$ cat src/rtl/hdr_flit_inject_scheduler_if.sv
// Requester, flit and credit signals between the core-side packet sources
// and the local-port injection scheduler.
interface hdr_flit_inject_scheduler_if #(
  parameter int N     = 4,
  parameter int V     = 4,
  parameter int Fpay  = 32,
  parameter int EAw   = 4,
  parameter int DSTPw = 4,
  parameter int C     = 4,
  parameter int Lw    = 5
);
  localparam int Cw = (C > 1) ? $clog2(C) : 1;
  localparam int Fw = 2 + V + Fpay;

  logic [EAw-1:0]     src_e_addr;
  logic [N-1:0]       req;
  logic [N*EAw-1:0]   req_dest_e_addr;
  logic [N*DSTPw-1:0] req_destport;
  logic [N*Cw-1:0]    req_class;
  logic [N*Lw-1:0]    req_len;
  logic [N*Fpay-1:0]  req_data;
  logic [N-1:0]       grant;
  logic [N-1:0]       data_rd;
  logic [Fw-1:0]      flit_out;
  logic               flit_out_wr;
  logic [V-1:0]       credit_in;
  logic               credit_err;

  modport slave (
    input  src_e_addr, req, req_dest_e_addr, req_destport, req_class,
           req_len, req_data, credit_in,
    output grant, data_rd, flit_out, flit_out_wr, credit_err
  );

  modport master (
    output src_e_addr, req, req_dest_e_addr, req_destport, req_class,
           req_len, req_data, credit_in,
    input  grant, data_rd, flit_out, flit_out_wr, credit_err
  );
endinterface

$ cat src/rtl/hdr_flit_inject_scheduler.sv
// Round-robin packet injection scheduler: picks a requester and an idle VC,
// emits header then body/tail flits under per-VC credit flow control.
//
// state | meaning
// IDLE  | arbitrate; needs a request and a VC whose counter is full
// HDR   | emit header flit once the chosen VC has a credit
// BODY  | emit body/tail flits, popping the granted requester's data
module hdr_flit_inject_scheduler #(
  parameter int N     = 4,
  parameter int V     = 4,
  parameter int Fpay  = 32,
  parameter int EAw   = 4,
  parameter int DSTPw = 4,
  parameter int C     = 4,
  parameter int B     = 4,
  parameter int Lw    = 5
) (
  input logic                        clk,
  input logic                        reset,
  hdr_flit_inject_scheduler_if.slave bus
);
  localparam int Cw  = (C > 1) ? $clog2(C) : 1;
  localparam int Fw  = 2 + V + Fpay;
  localparam int CRw = $clog2(B + 1);
  localparam int NW  = (N > 1) ? $clog2(N) : 1;
  localparam int VW  = (V > 1) ? $clog2(V) : 1;
  localparam logic [CRw-1:0] CR_FULL = CRw'(B);

  typedef enum logic [1:0] {IDLE, HDR, BODY} state_t;

  state_t           state_q;
  logic [NW-1:0]    rr_ptr_q;
  logic [NW-1:0]    gidx_q;
  logic [VW-1:0]    vidx_q;
  logic [EAw-1:0]   dest_q;
  logic [DSTPw-1:0] dport_q;
  logic [Cw-1:0]    cls_q;
  logic [Lw-1:0]    len_q;
  logic [Lw-1:0]    rem_q;
  logic [N-1:0]     grant_q;
  logic [Fw-1:0]    flit_q;
  logic             wr_q;
  logic             err_q;
  logic             err_d;
  logic [CRw-1:0]   cnt_q [V];
  logic [CRw-1:0]   cnt_d [V];

  logic             win_vld;
  logic [NW-1:0]    win_idx;
  logic             vc_vld;
  logic [VW-1:0]    vc_idx;
  logic [Lw-1:0]    win_len;
  logic             crd_ok;
  logic             load;
  logic [V-1:0]     vc_oh;
  logic [V-1:0]     dec_v;
  logic [Fpay-1:0]  hdr_pay;
  logic [Fpay-1:0]  gdata;
  logic [1:0]       hdr_flags;
  logic [1:0]       body_flags;

  // First requester at or after rr_ptr, wrapping.
  always_comb begin
    win_vld = 1'b0;
    win_idx = '0;
    for (int k = 0; k < N; k++) begin
      if (!win_vld && bus.req[(int'(rr_ptr_q) + k) % N]) begin
        win_vld = 1'b1;
        win_idx = NW'((int'(rr_ptr_q) + k) % N);
      end
    end
  end

  // Only a downstream VC with all credits home counts as idle.
  always_comb begin
    vc_vld = 1'b0;
    vc_idx = '0;
    for (int v = 0; v < V; v++) begin
      if (!vc_vld && cnt_q[v] == CR_FULL) begin
        vc_vld = 1'b1;
        vc_idx = VW'(v);
      end
    end
  end

  always_comb begin
    hdr_pay = '0;
    hdr_pay[0 +: EAw]         = bus.src_e_addr;
    hdr_pay[EAw +: EAw]       = dest_q;
    hdr_pay[2*EAw +: DSTPw]   = dport_q;
    if (C > 1) begin
      hdr_pay[2*EAw+DSTPw +: Cw] = cls_q;
    end
  end

  assign win_len    = bus.req_len[win_idx*Lw +: Lw];
  assign gdata      = bus.req_data[gidx_q*Fpay +: Fpay];
  assign crd_ok     = (cnt_q[vidx_q] != '0);
  assign load       = crd_ok && (state_q == HDR || state_q == BODY);
  assign vc_oh      = V'(1) << vidx_q;
  assign dec_v      = load ? vc_oh : '0;
  assign hdr_flags  = (len_q == Lw'(1)) ? 2'b11 : 2'b10;
  assign body_flags = (rem_q == Lw'(1)) ? 2'b01 : 2'b00;

  always_ff @(posedge clk or negedge reset) begin
    if (!reset) begin
      state_q  <= IDLE;
      rr_ptr_q <= '0;
      gidx_q   <= '0;
      vidx_q   <= '0;
      dest_q   <= '0;
      dport_q  <= '0;
      cls_q    <= '0;
      len_q    <= '0;
      rem_q    <= '0;
      grant_q  <= '0;
      flit_q   <= '0;
      wr_q     <= 1'b0;
    end else begin
      wr_q <= 1'b0;
      case (state_q)
        IDLE: begin
          if (win_vld && vc_vld) begin
            gidx_q   <= win_idx;
            vidx_q   <= vc_idx;
            dest_q   <= bus.req_dest_e_addr[win_idx*EAw +: EAw];
            dport_q  <= bus.req_destport[win_idx*DSTPw +: DSTPw];
            cls_q    <= bus.req_class[win_idx*Cw +: Cw];
            len_q    <= (win_len == '0) ? Lw'(1) : win_len;
            grant_q  <= N'(1) << win_idx;
            rr_ptr_q <= NW'((int'(win_idx) + 1) % N);
            state_q  <= HDR;
          end
        end
        HDR: begin
          if (crd_ok) begin
            flit_q <= {hdr_flags, vc_oh, hdr_pay};
            wr_q   <= 1'b1;
            if (len_q == Lw'(1)) begin
              grant_q <= '0;
              state_q <= IDLE;
            end else begin
              rem_q   <= len_q - Lw'(1);
              state_q <= BODY;
            end
          end
        end
        BODY: begin
          if (crd_ok) begin
            flit_q <= {body_flags, vc_oh, gdata};
            wr_q   <= 1'b1;
            rem_q  <= rem_q - Lw'(1);
            if (rem_q == Lw'(1)) begin
              grant_q <= '0;
              state_q <= IDLE;
            end
          end
        end
        default: state_q <= IDLE;
      endcase
    end
  end

  // A send and a return on the same VC in one cycle cancel out.
  always_comb begin
    err_d = err_q;
    for (int v = 0; v < V; v++) begin
      cnt_d[v] = cnt_q[v];
      if (dec_v[v] && !bus.credit_in[v]) begin
        cnt_d[v] = cnt_q[v] - CRw'(1);
      end else if (bus.credit_in[v] && !dec_v[v]) begin
        if (cnt_q[v] == CR_FULL) begin
          err_d = 1'b1;
        end else begin
          cnt_d[v] = cnt_q[v] + CRw'(1);
        end
      end
    end
  end

  always_ff @(posedge clk or negedge reset) begin
    if (!reset) begin
      for (int v = 0; v < V; v++) begin
        cnt_q[v] <= CR_FULL;
      end
      err_q <= 1'b0;
    end else begin
      for (int v = 0; v < V; v++) begin
        cnt_q[v] <= cnt_d[v];
      end
      err_q <= err_d;
    end
  end

  assign bus.grant       = grant_q;
  assign bus.data_rd     = (state_q == BODY && crd_ok) ? grant_q : '0;
  assign bus.flit_out    = flit_q;
  assign bus.flit_out_wr = wr_q;
  assign bus.credit_err  = err_q;

endmodule

$ cat src/flat_wrapper.sv
// flat-port wrapper written by rule: the top's interface ports become plain ports
module hdr_flit_inject_scheduler_flat 
#(
  parameter int N     = 4,
  parameter int V     = 4,
  parameter int Fpay  = 32,
  parameter int EAw   = 4,
  parameter int DSTPw = 4,
  parameter int C     = 4,
  parameter int B     = 4,
  parameter int Lw    = 5
)
  (clk, reset, bus_src_e_addr, bus_req, bus_req_dest_e_addr, bus_req_destport, bus_req_class, bus_req_len, bus_req_data, bus_credit_in, bus_grant, bus_data_rd, bus_flit_out, bus_flit_out_wr, bus_credit_err);
  hdr_flit_inject_scheduler_if #(.N(N), .V(V), .Fpay(Fpay), .EAw(EAw), .DSTPw(DSTPw), .C(C), .Lw(Lw)) bus_i ();
  input logic clk;
  input logic reset;
  input wire logic [$bits(bus_i.src_e_addr)-1:0] bus_src_e_addr;
  input wire logic [$bits(bus_i.req)-1:0] bus_req;
  input wire logic [$bits(bus_i.req_dest_e_addr)-1:0] bus_req_dest_e_addr;
  input wire logic [$bits(bus_i.req_destport)-1:0] bus_req_destport;
  input wire logic [$bits(bus_i.req_class)-1:0] bus_req_class;
  input wire logic [$bits(bus_i.req_len)-1:0] bus_req_len;
  input wire logic [$bits(bus_i.req_data)-1:0] bus_req_data;
  input wire logic [$bits(bus_i.credit_in)-1:0] bus_credit_in;
  output wire logic [$bits(bus_i.grant)-1:0] bus_grant;
  output wire logic [$bits(bus_i.data_rd)-1:0] bus_data_rd;
  output wire logic [$bits(bus_i.flit_out)-1:0] bus_flit_out;
  output wire logic [$bits(bus_i.flit_out_wr)-1:0] bus_flit_out_wr;
  output wire logic [$bits(bus_i.credit_err)-1:0] bus_credit_err;
  assign bus_i.src_e_addr = bus_src_e_addr;
  assign bus_i.req = bus_req;
  assign bus_i.req_dest_e_addr = bus_req_dest_e_addr;
  assign bus_i.req_destport = bus_req_destport;
  assign bus_i.req_class = bus_req_class;
  assign bus_i.req_len = bus_req_len;
  assign bus_i.req_data = bus_req_data;
  assign bus_i.credit_in = bus_credit_in;
  assign bus_grant = bus_i.grant;
  assign bus_data_rd = bus_i.data_rd;
  assign bus_flit_out = bus_i.flit_out;
  assign bus_flit_out_wr = bus_i.flit_out_wr;
  assign bus_credit_err = bus_i.credit_err;
  hdr_flit_inject_scheduler #(.N(N), .V(V), .Fpay(Fpay), .EAw(EAw), .DSTPw(DSTPw), .C(C), .B(B), .Lw(Lw)) u_core (.clk(clk), .reset(reset), .bus(bus_i));
endmodule
$ cat config.mk
export PLATFORM = sky130hd
export DESIGN_NAME = hdr_flit_inject_scheduler_flat
export DESIGN_NICKNAME = d
export VERILOG_FILES = /design/src/rtl/hdr_flit_inject_scheduler_if.sv /design/src/rtl/hdr_flit_inject_scheduler.sv /design/src/flat_wrapper.sv
export SDC_FILE = /design/constraint.sdc
export NUM_CORES = 1
export LEC_CHECK = 0
export BUFFER_PORTS_ARGS = -buffer_cell sky130_fd_sc_hd__buf_2
export CAP_MARGIN = 20
export CORE_MARGIN = 2
export CORE_UTILIZATION = 53
export CTS_BUF_LIST = sky130_fd_sc_hd__clkbuf_8
export DETAILED_ROUTE_END_ITERATION = 6
export GPL_ROUTABILITY_DRIVEN = 0
export PLACE_DENSITY = 0.94
export SETUP_SLACK_MARGIN = 0.15
export SLEW_MARGIN = 25
export SYNTH_ARGS = -nofsm -noshare
export SYNTH_HDL_FRONTEND = slang
export SYNTH_SLANG_ARGS = --single-unit
export TNS_END_PERCENT = 20
$ cat constraint.sdc
create_clock -name clk -period 3.8 [get_ports clk]
set_clock_uncertainty 0.2 [all_clocks]
set_input_delay 0.38 -clock clk [delete_from_list [all_inputs] [get_ports clk]]
set_output_delay 0.38 -clock clk [all_outputs]
set_load 0.01 [all_outputs]
==> results.ini <==
[setup_path]
cp-start-kind = register
worstSetupPathType = register to register
worst_ep_required_time_ns = 3.87
path_max_fanout = 7
critPathArrivalTime_ns = 3.29
cpMostUsedCell = nor2_1
critPathCaptureType = register
critical_path_buf_inv_count = 1
critical_path.top_delay_family = simple AND/OR/NAND/NOR gates
worstPathCellList = nand2b_1 > nor2_1 > or3_4 > nand2_1 > nor3_1 > ha_1 > inv_1 > fa_1 > nor4_1 > a21oi_1 > nor2_1 > a221oi_1
slowest_delay_ns = 0.48
cpMaxStageDelayCell = dfrtp_1

[cells_and_area]
n_antenna_cell = 0
syn_to_final_growth_pct = 28.16
layout_common_cells = buf_2, dfrtp_1, mux2i_1
post-route-util = 0.6894
fin_nets = 969
drive_gt1_frac = 0.4372
fin_area_um2 = 7022
final_common_cell = buf_2

[flow_run]
maxCapViolations = 0

[die]
core_um2 = 10180
pin_count = 250
initial_core_util = 0.5380
die_h_um = 105.7
die_area_um2 = 11170
die_width_um = 105.7
row_count = 37

[run_status]
outcome = finished, final reports clean

[sta]
slew_viol_final = 0
setup_slack_ns = 0.5801
max-slew-margin-rel = 0.4459
fin_crit_ns = 3.220
worstMarginPinSlew_ns = 0.8311
fmax_mhz = 310.6
rsz0062_at_grt = no
fin_setup_tns_ns = 0
setup-violations-final = 0
hold_viol_final = 0
post-route-period-util = 0.8473

[detailed_routing]
routed_wl_mm = 15.76
routedWlPerCell_um = 17.83
drt.antenna.violating_nets = 0
first_iter_violations = 320
dr.pass1.iters = 6
routed_via_density = 5.788
vias = 5117
drc = 0

[synth]
ys_ff_latch = 84
synth.area.top_cells = dfrtp_1, mux4_2, mux2i_1
syn_avg_cell_area_um2 = 10.81
synth_top_flop_cell = dfrtp_1
synth_edf_count = 0
yosys.cell_types.count = 53
netlist_area_um2 = 5479
syn_nets = 733
synthArstFlopShare = 1.000
synth_top_area_frac = 0.3654
syn_inst = 507
yosysTopAreaCell = dfrtp_1
seq_area_frac_synth = 0.3846
synth_warnings = 0

[clock_network]
cts_made_buffers = 9
cts_root_buf = clkbuf_8
numClockSinks = 84
worstSkewPairLatency_ns = 0.35
cts_resized = 0
htree_levels = 3
path_clk_slew_ns = 0.10
post_cts_buffers = 0
clock_path_buffers = 2
ctsHoldBuffers = 1
cts_tree = done

[power]
power_mw = 5.509
p_leak_nw = 3.528
p_per_area_nw_per_um2 = 784.6
vdd_drop_max_mv = 0.5678

[grt]
grt_pass1_wl_mm = 24.82
grt_pass1_vias = 5226
grt_use_total = 0.2840
grt_max_degree = 62
antenna_found_initial = 0
grt-ovfl-total = 0

[placed_design]
place_hpwl_mm = 12.52
dpl_cell_area_um2 = 6812
post-place-ws_ns = 0.7533
io_buffers = 249

[min_path]
hold_path.class = input pin to register

## logic make-up after synthesis
kind of cell | Yosys count | synth area share
compound gates | 120 | 0.1569
xor+xnor | 9 | 0.01439
fa+ha+maj | 24 | 0.06029
buf+inv | 71 | 0.05618
flops | 84 | 0.3846
mux | 84 | 0.2279
simple gates | 115 | 0.09980
## final cells by class
class	count	area (um^2)
well taps	136	170.2
clock inverters	7	73.82
flip-flops and latches	84	2111
inverters	38	142.6
repair buffers	258	1319
multi-input cells	352	3082
clock buffers	9	123.9
fillers	789	3163
## power by group
part           leakage, nW  switching (mW)  internal [mW]
clock network        0.100           0.338          0.307
logic                 2.38            1.70           1.41
registers             1.05           0.406           1.35
total                 3.53            2.45           3.06
## Yosys cell counts, types with 15 or more instances
| library cell | n |
|---|---|
| a211oi_1 | 20 |
| a32o_1 | 18 |
| buf_2 | 15 |
| dfrtp_1 | 80 |
| ha_1 | 20 |
| inv_1 | 36 |
| mux2i_1 | 46 |
| mux4_2 | 32 |
| nand2_1 | 41 |
| nor2_1 | 29 |
| o21ai_0 | 31 |
## worst paths after layout
kind	startpoint	end	cells past startpoint	slack, ns
max in group asynchronous	reset	u_core.bus.flit_out[14]	3	2.11
max	u_core.vidx_q[0]	u_core.cnt_q[11]	12	0.58
min in group asynchronous	reset	u_core.bus.credit_err	2	0.43
min reg2reg	u_core.dport_q[0]	u_core.dport_q[0]	1	0.28
min	bus_src_e_addr[3]	u_core.bus.flit_out[3]	3	0.11
max reg2reg	u_core.vidx_q[0]	u_core.cnt_q[11]	12	0.58
## worst min-delay path: cells and delay by family
family                 cells  cell delay (ns)
AO/OA/AOI/OAI              1             0.13
buffers and inverters      1             0.07
multiplexers               1             0.05
## sequential cells by signal, indices dropped and copies added (netlist names)
name and count:
u_core.rr_ptr_q 2, u_core.vidx_q 2, u_core.len_q 5, u_core.bus.flit_out_wr 1
u_core.cnt_q 12, u_core.rem_q 5, u_core.bus.grant 4, u_core.cls_q 2
u_core.dport_q 4, u_core.bus.credit_err 1, u_core.gidx_q 2, u_core.dest_q 4
u_core.state_q 2, u_core.bus.flit_out 38
## per-stage QoR
step	cells	hold WS, ns
detailed placement	867	0.2652
finish	884	0.1097
global placement	867	0.2609
floorplan	507	-0.1156
CTS	884	0.09104
global route	884	0.1126
## layer usage
layer  GRT usage  part of all wire  vias up
li1            -                 -     2330
met1      0.3376              0.38     2473
met2      0.5023              0.52      278
met3     0.04576             0.066       36
met4      0.1344             0.027        0
met5           0                 0        -
Power figures use the tool's default switching activity.
